**src/rtl/csr_access_arbiter_if.sv**
```systemverilog
// Bundle of core, host and CSR-bank signals shared through csr_access_arbiter.
// The arbiter uses the slave modport; the requester/bank side uses the master modport.
interface csr_access_arbiter_if;
    logic        core_csr_enable;
    logic [11:0] core_csr_addr;
    logic [2:0]  core_csr_op;
    logic [4:0]  core_rs1_zimm;
    logic [31:0] core_rs1_data;
    logic        core_stall;
    logic        host_req_valid;
    logic        host_req_ready;
    logic [11:0] host_addr;
    logic        host_we;
    logic [31:0] host_wdata;
    logic        host_rsp_valid;
    logic        host_rsp_ready;
    logic [31:0] host_rsp_data;
    logic        csr_enable;
    logic [11:0] csr_addr;
    logic [2:0]  csr_op;
    logic [4:0]  csr_rs1_zimm;
    logic [31:0] csr_rs1_data;
    logic [31:0] csr_rdata;
    logic [15:0] stall_count;

    modport slave (
        input  core_csr_enable, core_csr_addr, core_csr_op, core_rs1_zimm, core_rs1_data,
        input  host_req_valid, host_addr, host_we, host_wdata, host_rsp_ready, csr_rdata,
        output core_stall, host_req_ready, host_rsp_valid, host_rsp_data,
        output csr_enable, csr_addr, csr_op, csr_rs1_zimm, csr_rs1_data, stall_count
    );

    modport master (
        output core_csr_enable, core_csr_addr, core_csr_op, core_rs1_zimm, core_rs1_data,
        output host_req_valid, host_addr, host_we, host_wdata, host_rsp_ready, csr_rdata,
        input  core_stall, host_req_ready, host_rsp_valid, host_rsp_data,
        input  csr_enable, csr_addr, csr_op, csr_rs1_zimm, csr_rs1_data, stall_count
    );
endinterface

```
**src/rtl/csr_access_arbiter.sv**
```systemverilog
// Shares the CSR access bus between the core (priority) and a host port with bounded wait.
// Optional stall statistics counter enabled by defining CSR_ARB_STALL_STATS_EN.
module csr_access_arbiter #(
    parameter int MaxWait = 4,
    parameter int WaitW   = (MaxWait < 1) ? 1 : $clog2(MaxWait + 1)
) (
    input  logic                 clk,
    input  logic                 reset,
    csr_access_arbiter_if.slave  bus
);
    localparam logic [2:0]       CSRRW   = 3'b001;
    localparam logic [WaitW-1:0] MAX_CNT = WaitW'(MaxWait);

    typedef enum logic {IDLE, RSP} state_t;

    state_t            state_reg, state_next;
    logic [WaitW-1:0]  wait_reg, wait_next;
    logic              rsp_valid_reg, rsp_valid_next;
    logic [31:0]       rsp_data_reg, rsp_data_next;
    logic              host_grant;

    always_ff @(posedge clk) begin
        if (reset) begin
            state_reg     <= IDLE;
            wait_reg      <= '0;
            rsp_valid_reg <= 1'b0;
            rsp_data_reg  <= '0;
        end else begin
            state_reg     <= state_next;
            wait_reg      <= wait_next;
            rsp_valid_reg <= rsp_valid_next;
            rsp_data_reg  <= rsp_data_next;
        end
    end

    always_comb begin
        state_next     = state_reg;
        wait_next      = wait_reg;
        rsp_valid_next = rsp_valid_reg;
        rsp_data_next  = rsp_data_reg;
        host_grant     = 1'b0;

        bus.csr_enable   = bus.core_csr_enable;
        bus.csr_addr     = bus.core_csr_addr;
        bus.csr_op       = bus.core_csr_op;
        bus.csr_rs1_zimm = bus.core_rs1_zimm;
        bus.csr_rs1_data = bus.core_rs1_data;
        bus.core_stall     = 1'b0;
        bus.host_req_ready = 1'b0;

        case (state_reg)
            IDLE: begin
                host_grant = bus.host_req_valid &&
                             (!bus.core_csr_enable || wait_reg == MAX_CNT);
                if (host_grant) begin
                    bus.host_req_ready = 1'b1;
                    bus.core_stall     = bus.core_csr_enable;
                    bus.csr_enable     = bus.host_we;
                    bus.csr_addr       = bus.host_addr;
                    bus.csr_op         = CSRRW;
                    bus.csr_rs1_zimm   = 5'd0;
                    bus.csr_rs1_data   = bus.host_wdata;
                    // Capture the pre-write value; the write lands at this same edge.
                    rsp_data_next      = bus.csr_rdata;
                    rsp_valid_next     = 1'b1;
                    wait_next          = '0;
                    state_next         = RSP;
                end else if (!bus.host_req_valid) begin
                    wait_next = '0;
                end else if (bus.core_csr_enable && wait_reg != MAX_CNT) begin
                    wait_next = wait_reg + 1'b1;
                end
            end
            RSP: begin
                if (!bus.host_req_valid) begin
                    wait_next = '0;
                end
                if (bus.host_rsp_ready) begin
                    rsp_valid_next = 1'b0;
                    state_next     = IDLE;
                end
            end
            default: state_next = IDLE;
        endcase
    end

    assign bus.host_rsp_valid = rsp_valid_reg;
    assign bus.host_rsp_data  = rsp_data_reg;

`ifdef CSR_ARB_STALL_STATS_EN
    logic [15:0] stall_count_reg;

    always_ff @(posedge clk) begin
        if (reset) begin
            stall_count_reg <= '0;
        end else if (bus.core_stall && stall_count_reg != 16'hFFFF) begin
            stall_count_reg <= stall_count_reg + 16'd1;
        end
    end

    assign bus.stall_count = stall_count_reg;
`else
    assign bus.stall_count = 16'd0;
`endif
endmodule
```
**src/flat_wrapper.sv**
```systemverilog
// flat-port wrapper written by rule: the top's interface ports become plain ports
module csr_access_arbiter_flat 
#(
    parameter int MaxWait = 4,
    parameter int WaitW   = (MaxWait < 1) ? 1 : $clog2(MaxWait + 1)
)
  (clk, reset, bus_core_csr_enable, bus_core_csr_addr, bus_core_csr_op, bus_core_rs1_zimm, bus_core_rs1_data, bus_host_req_valid, bus_host_addr, bus_host_we, bus_host_wdata, bus_host_rsp_ready, bus_csr_rdata, bus_core_stall, bus_host_req_ready, bus_host_rsp_valid, bus_host_rsp_data, bus_csr_enable, bus_csr_addr, bus_csr_op, bus_csr_rs1_zimm, bus_csr_rs1_data, bus_stall_count);
  csr_access_arbiter_if bus_i ();
  input  logic clk;
  input  logic reset;
  input wire logic [$bits(bus_i.core_csr_enable)-1:0] bus_core_csr_enable;
  input wire logic [$bits(bus_i.core_csr_addr)-1:0] bus_core_csr_addr;
  input wire logic [$bits(bus_i.core_csr_op)-1:0] bus_core_csr_op;
  input wire logic [$bits(bus_i.core_rs1_zimm)-1:0] bus_core_rs1_zimm;
  input wire logic [$bits(bus_i.core_rs1_data)-1:0] bus_core_rs1_data;
  input wire logic [$bits(bus_i.host_req_valid)-1:0] bus_host_req_valid;
  input wire logic [$bits(bus_i.host_addr)-1:0] bus_host_addr;
  input wire logic [$bits(bus_i.host_we)-1:0] bus_host_we;
  input wire logic [$bits(bus_i.host_wdata)-1:0] bus_host_wdata;
  input wire logic [$bits(bus_i.host_rsp_ready)-1:0] bus_host_rsp_ready;
  input wire logic [$bits(bus_i.csr_rdata)-1:0] bus_csr_rdata;
  output wire logic [$bits(bus_i.core_stall)-1:0] bus_core_stall;
  output wire logic [$bits(bus_i.host_req_ready)-1:0] bus_host_req_ready;
  output wire logic [$bits(bus_i.host_rsp_valid)-1:0] bus_host_rsp_valid;
  output wire logic [$bits(bus_i.host_rsp_data)-1:0] bus_host_rsp_data;
  output wire logic [$bits(bus_i.csr_enable)-1:0] bus_csr_enable;
  output wire logic [$bits(bus_i.csr_addr)-1:0] bus_csr_addr;
  output wire logic [$bits(bus_i.csr_op)-1:0] bus_csr_op;
  output wire logic [$bits(bus_i.csr_rs1_zimm)-1:0] bus_csr_rs1_zimm;
  output wire logic [$bits(bus_i.csr_rs1_data)-1:0] bus_csr_rs1_data;
  output wire logic [$bits(bus_i.stall_count)-1:0] bus_stall_count;
  assign bus_i.core_csr_enable = bus_core_csr_enable;
  assign bus_i.core_csr_addr = bus_core_csr_addr;
  assign bus_i.core_csr_op = bus_core_csr_op;
  assign bus_i.core_rs1_zimm = bus_core_rs1_zimm;
  assign bus_i.core_rs1_data = bus_core_rs1_data;
  assign bus_i.host_req_valid = bus_host_req_valid;
  assign bus_i.host_addr = bus_host_addr;
  assign bus_i.host_we = bus_host_we;
  assign bus_i.host_wdata = bus_host_wdata;
  assign bus_i.host_rsp_ready = bus_host_rsp_ready;
  assign bus_i.csr_rdata = bus_csr_rdata;
  assign bus_core_stall = bus_i.core_stall;
  assign bus_host_req_ready = bus_i.host_req_ready;
  assign bus_host_rsp_valid = bus_i.host_rsp_valid;
  assign bus_host_rsp_data = bus_i.host_rsp_data;
  assign bus_csr_enable = bus_i.csr_enable;
  assign bus_csr_addr = bus_i.csr_addr;
  assign bus_csr_op = bus_i.csr_op;
  assign bus_csr_rs1_zimm = bus_i.csr_rs1_zimm;
  assign bus_csr_rs1_data = bus_i.csr_rs1_data;
  assign bus_stall_count = bus_i.stall_count;
  csr_access_arbiter #(.MaxWait(MaxWait), .WaitW(WaitW)) u_core (.clk(clk), .reset(reset), .bus(bus_i));
endmodule
```
**config.mk**
```make
export PLATFORM = sky130hd
export DESIGN_NAME = csr_access_arbiter_flat
export DESIGN_NICKNAME = d
export VERILOG_FILES = /design/src/rtl/csr_access_arbiter_if.sv /design/src/rtl/csr_access_arbiter.sv /design/src/flat_wrapper.sv
export SDC_FILE = /design/constraint.sdc
export NUM_CORES = 1
export LEC_CHECK = 0
export ABC_CLOCK_PERIOD_IN_PS = 4620
export BUFFER_PORTS_ARGS = -buffer_cell sky130_fd_sc_hd__buf_2
export CAP_MARGIN = 30
export CORE_UTILIZATION = 30
export CTS_CLUSTER_SIZE = 20
export DETAILED_ROUTE_END_ITERATION = 6
export PLACE_DENSITY_LB_ADDON = 0.05
export SLEW_MARGIN = 20
export SYNTH_ARGS = -nofsm -noshare
export SYNTH_HDL_FRONTEND = slang
export SYNTH_SLANG_ARGS = --single-unit
```
**constraint.sdc**
```tcl
create_clock -name clk -period 4.62 [get_ports clk]
set_clock_uncertainty 0.1 [all_clocks]
set_input_delay 0.231 -clock clk [delete_from_list [all_inputs] [get_ports clk]]
set_output_delay 0.231 -clock clk [all_outputs]
set_load 0.05 [all_outputs]
```
# ---- Yosys cells after proc, flatten, opt, wreduce, memory -nomap -nowiden
# Cells that the tools add are included.
dict set report classes {
  add_sub_neg 1
  n_eq_ne 6
  n_mux 24
  bitwise 1
  n_reduce_logical 7
}
# op count
set ops {}
lappend ops {{32-bit two-way mux} 2}
lappend ops {{12-bit two-way mux} 2}
lappend ops {{3-bit two-way mux} 6}
lappend ops {{5-bit two-way mux} 2}
lappend ops {{1-bit two-way mux} 9}
lappend ops {{3-bit case mux with 2 select lines} 1}
lappend ops {{2-bit AND reduction} 3}
lappend ops {{2-bit inequality test, second input constant} 2}
lappend ops {{4-bit by 2-bit inequality test with 1-bit output, second input constant} 1}
lappend ops {{1-bit case mux with 2 select lines} 2}
lappend ops {{3-bit by 1-bit adder with 3-bit output, second input constant} 1}
lappend ops {{3-bit == test, second input constant} 1}
lappend ops {{3-bit inequality test, second input constant} 1}
lappend ops {{1-bit logical AND} 2}
lappend ops {{2-bit by 1-bit inequality test with 1-bit output, second input constant} 1}
lappend ops {{1-bit zero test} 1}
lappend ops {{1-bit logical OR} 1}
lappend ops {{1-bit NOT} 1}
dict set report word_totals {
  ff_bits 37
  in_bits 134
  out_inout_bits 104
  word_cells 43
}

# ---- Depth between registers and ports, before layout
dict set report logic_depth {
  word_depth 6
  depth_mapped 9
}

# ---- Least setup slack after synthesis
# OpenSTA, ideal clock, no wires.
dict set report synth_path {
  path_type {reg2out}
  from {register u_core.wait_reg[0]}
  to {output port bus_csr_enable}
  arrival_time_ps 2244
  required_ps 4289
  path_slack_ps 2045
  stages_incl_launch_ff 7
  n_path_buf 1
  path_cell_list {dfxtp_1 inv_1 ha_1 a21boi_2 clkbuf_1 nor2_1 o21ai_0}
}
dict set report synth_between {
  elab_chain_len 5
}
# element line_no
set synth_rtl {}
lappend synth_rtl {{from (decl)} csr_access_arbiter.sv:17} ;# logic [WaitW-1:0] wait_reg, wait_next;
lappend synth_rtl {{from (signal assigned)} csr_access_arbiter.sv:30} ;# wait_reg <= wait_next;
lappend synth_rtl {{3-bit == test} csr_access_arbiter.sv:54} ;# (!bus.core_csr_enable || wait_reg == MAX_CNT);
lappend synth_rtl {{1-bit logical OR} csr_access_arbiter.sv:54}
lappend synth_rtl {{1-bit logical AND} csr_access_arbiter.sv:53} ;# host_grant = bus.host_req_valid &&
lappend synth_rtl {{1-bit two-way mux} csr_access_arbiter.sv:55} ;# if (host_grant) begin
lappend synth_rtl {{1-bit two-way mux} csr_access_arbiter.sv:51} ;# case (state_reg)
lappend synth_rtl {{to (decl)} flat_wrapper.sv:26} ;# output wire logic [$bits(bus_i.csr_enable)-1:0] bus_csr_enable;
# No other way between the ends.

# ---- Final worst setup path
dict set report layout_path {
  from {register u_core.state_reg}
  to {output port bus_csr_rs1_data[6]}
}
dict set report layout_between {
  elab_chain_len 1
}
# element line_no
set layout_rtl {}
lappend layout_rtl {{from (decl)} csr_access_arbiter.sv:16} ;# state_t state_reg, state_next;
lappend layout_rtl {{from (signal assigned)} csr_access_arbiter.sv:29} ;# state_reg <= state_next;
lappend layout_rtl {{32-bit two-way mux} csr_access_arbiter.sv:51}
lappend layout_rtl {{to (decl)} flat_wrapper.sv:30} ;# output wire logic [$bits(bus_i.csr_rs1_data)-1:0] bus_csr_rs1_data;
# No other way between the ends.

==> metrics.txt <==
first-pass GRT wire length=11730 um; htree depth=2; WP data arrival=roughly 2.6 ns; setup violators final=0; Avg Inst Size Synth=between 8 and 9 um^2; Slew Limit Fails=0; I/O Buffers=approximately 220; Distinct cells, synth=24; crit-path max FO=51; Post-DP Area=~3500 um^2; post-synthesis sequential area ratio=a little under a third; share of cells above drive strength 1=a little under three fifths; peak supply drop=0.0001496 V; vias in the first global route=about 2300; antenna violations before repair=2; Layout Nets=around 630; hold path depth=3; Fill cells=between 800 and 900; # IOs=approximately 240; worst hold margin=around 0.087 ns; CTS Buffer Depth=2; hold buffers post-CTS=0; synth-to-layout area growth=49.18%; P_leak=between 1.5 and 2 nW; Synth Instances=286; yosys warns=0; DR pass1 iterations=5; global route overflow=0; Starting DRT DRC Count=between 100 and 150; unrepaired setup endpoints after global routing=false; final core occ=between 40% and 50%; gpl congestion=roughly 0.7; later-pin clock latency in the skew report=0.28 ns; overall routing resource usage=between 10% and 20%; post-route minimum period=2.905 ns; Die Footprint=8540 um^2; pwr/cell area=about 290 nW/um^2; Crit Path Category=flip-flop to primary output; TNS Setup=0 ns; most common cell after layout, fill and taps aside=buf_2; Via density=4.427; site row count=32; ANT cells=0; largest net degree at the start of global routing=between 60 and 70; die height=slightly above 90 um; vias post-DR=2634; fmax=between 300 and 400 MHz; PostCTS Resize Cnt=0; Die X=92.41 um; crit end category=primary output; commonest non-fill, non-tap cells in the layout=221 x buf_2, 66 x o21ai_0, 37 x mux2_2, 37 x dfxtp_1, 35 x nand2b_1; fin area=around 3700 um^2; FF-to-FF path depth=4; mapped cell area=about 2500 um^2; count of final hold-check violations=0; Final ANT Viol Nets=0; area of the core=7807 um^2; CTS tree=built; #FFs+latches synth=37; DRC Markers=0; worst hold path class=input port to flip-flop; max reg flops=32; total CTS buffers=5; Clock transition at path regs=0.08 ns; Worst EP required=around 4.3 ns; Max-Cap Viols=0; # Post-CTS Setup Buffers=0; DR WL/cell=roughly 13 um; Initial Util=31.41%; CP startpoint kind=flip-flop; TritonCTS Sinks=37; Post-Route WL=8014 um; half-perimeter wire length after placement=~6000 um; status=complete, no violations; Tcrit/Tclk final=between 60% and 70%; CTS Root Cell=clkbuf_8
-- worst max-delay path: stages, from the launching register on --
cell      delay, ns
dfxtp_1        0.45
nand2b_4       0.39
or2_4          0.50
buf_12         0.30
mux2_2         0.37
buf_2          0.21
-- logic make-up (layout without fill, tap and decap cells) --
group	Yosys count	in the layout	share of synthesized area [%]
flops	37	37	30.20
compound gates	72	72	14.95
simple gates	88	88	22.25
buf+inv	42	234	10.15
fa+ha+maj	2	2	1.020
other cells	1	16	0.1529
mux	44	44	21.28
-- worst paths after layout --
kind                                     startpoint                                        end  slack [ns]
max reg2reg             u_core.state_reg$_SDFF_PP0_  u_core.bus.host_rsp_data[28]$_SDFFE_PP0P_        2.57
min                               bus_csr_rdata[26]  u_core.bus.host_rsp_data[26]$_SDFFE_PP0P_        0.09
min reg2reg  u_core.bus.host_rsp_valid$_SDFFE_PP0P_     u_core.bus.host_rsp_valid$_SDFFE_PP0P_        0.36
max                     u_core.state_reg$_SDFF_PP0_                        bus_csr_rs1_data[6]        1.71
-- report_power, final --
part           internal, mW  switching (mW)
clock                 0.157           0.115
combinational         0.132           0.303
sequential            0.334         0.00713
total                 0.624           0.426
-- cell type report --
class | count | area, um^2 | area share (%)
clock buffer | 5 | 68.82 | 1.881
clock inverter | 2 | 35.03 | 0.9576
inverter | 3 | 11.26 | 0.3078
multi-input combinational | 222 | 1521 | 41.59
sequential | 37 | 740.7 | 20.25
tap | 102 | 127.6 | 3.488
timing repair buffer | 224 | 1154 | 31.53
-- cells in the mapped netlist --
master     number  area (um^2)
a21oi_1         5        25.02
nand2b_4        1        13.76
or2_1           1        6.260
nor3b_1         1        7.510
clkbuf_1       16        60.06
nand4bb_1       1        11.26
buf_6           2        22.52
nand3b_1        1        7.510
nand2b_1       35        219.0
buf_4          16        120.1
mux2_2         37        416.7
buf_2           4        20.02
o21ai_0        66        330.3
nor2_1          2        7.510
inv_1           3        11.26
ha_1            2        25.02
conb_1          1        3.750
buf_8           1        15.01
and2_1          8        50.05
mux2_4          7        105.1
nand2_1         6        22.52
dfxtp_1        37        740.7
a21boi_2        1        11.26
nor2b_1        32        200.2
-- routing by layer --
metal,global-route usage (%),vias to the layer above,part of all wire [%]
met5,0,-,0.15
met4,4.427,2,1.4
met3,7.061,12,10
met2,27.47,132,45
met1,21.94,1150,43
li1,-,1338,-
-- metrics by stage --
stage | setup slack, ns | power (mW) | cells
global placement | 1.927 | 0.7803 | 586
floorplan | 2.045 | 0.6788 | 301
finish | 1.715 | 1.049 | 595
CTS | 1.677 | 1.062 | 594
detailed placement | 2.003 | 0.7843 | 587
global route | 1.559 | 1.099 | 595
No activity file was read; power rests on OpenSTA's default activity.
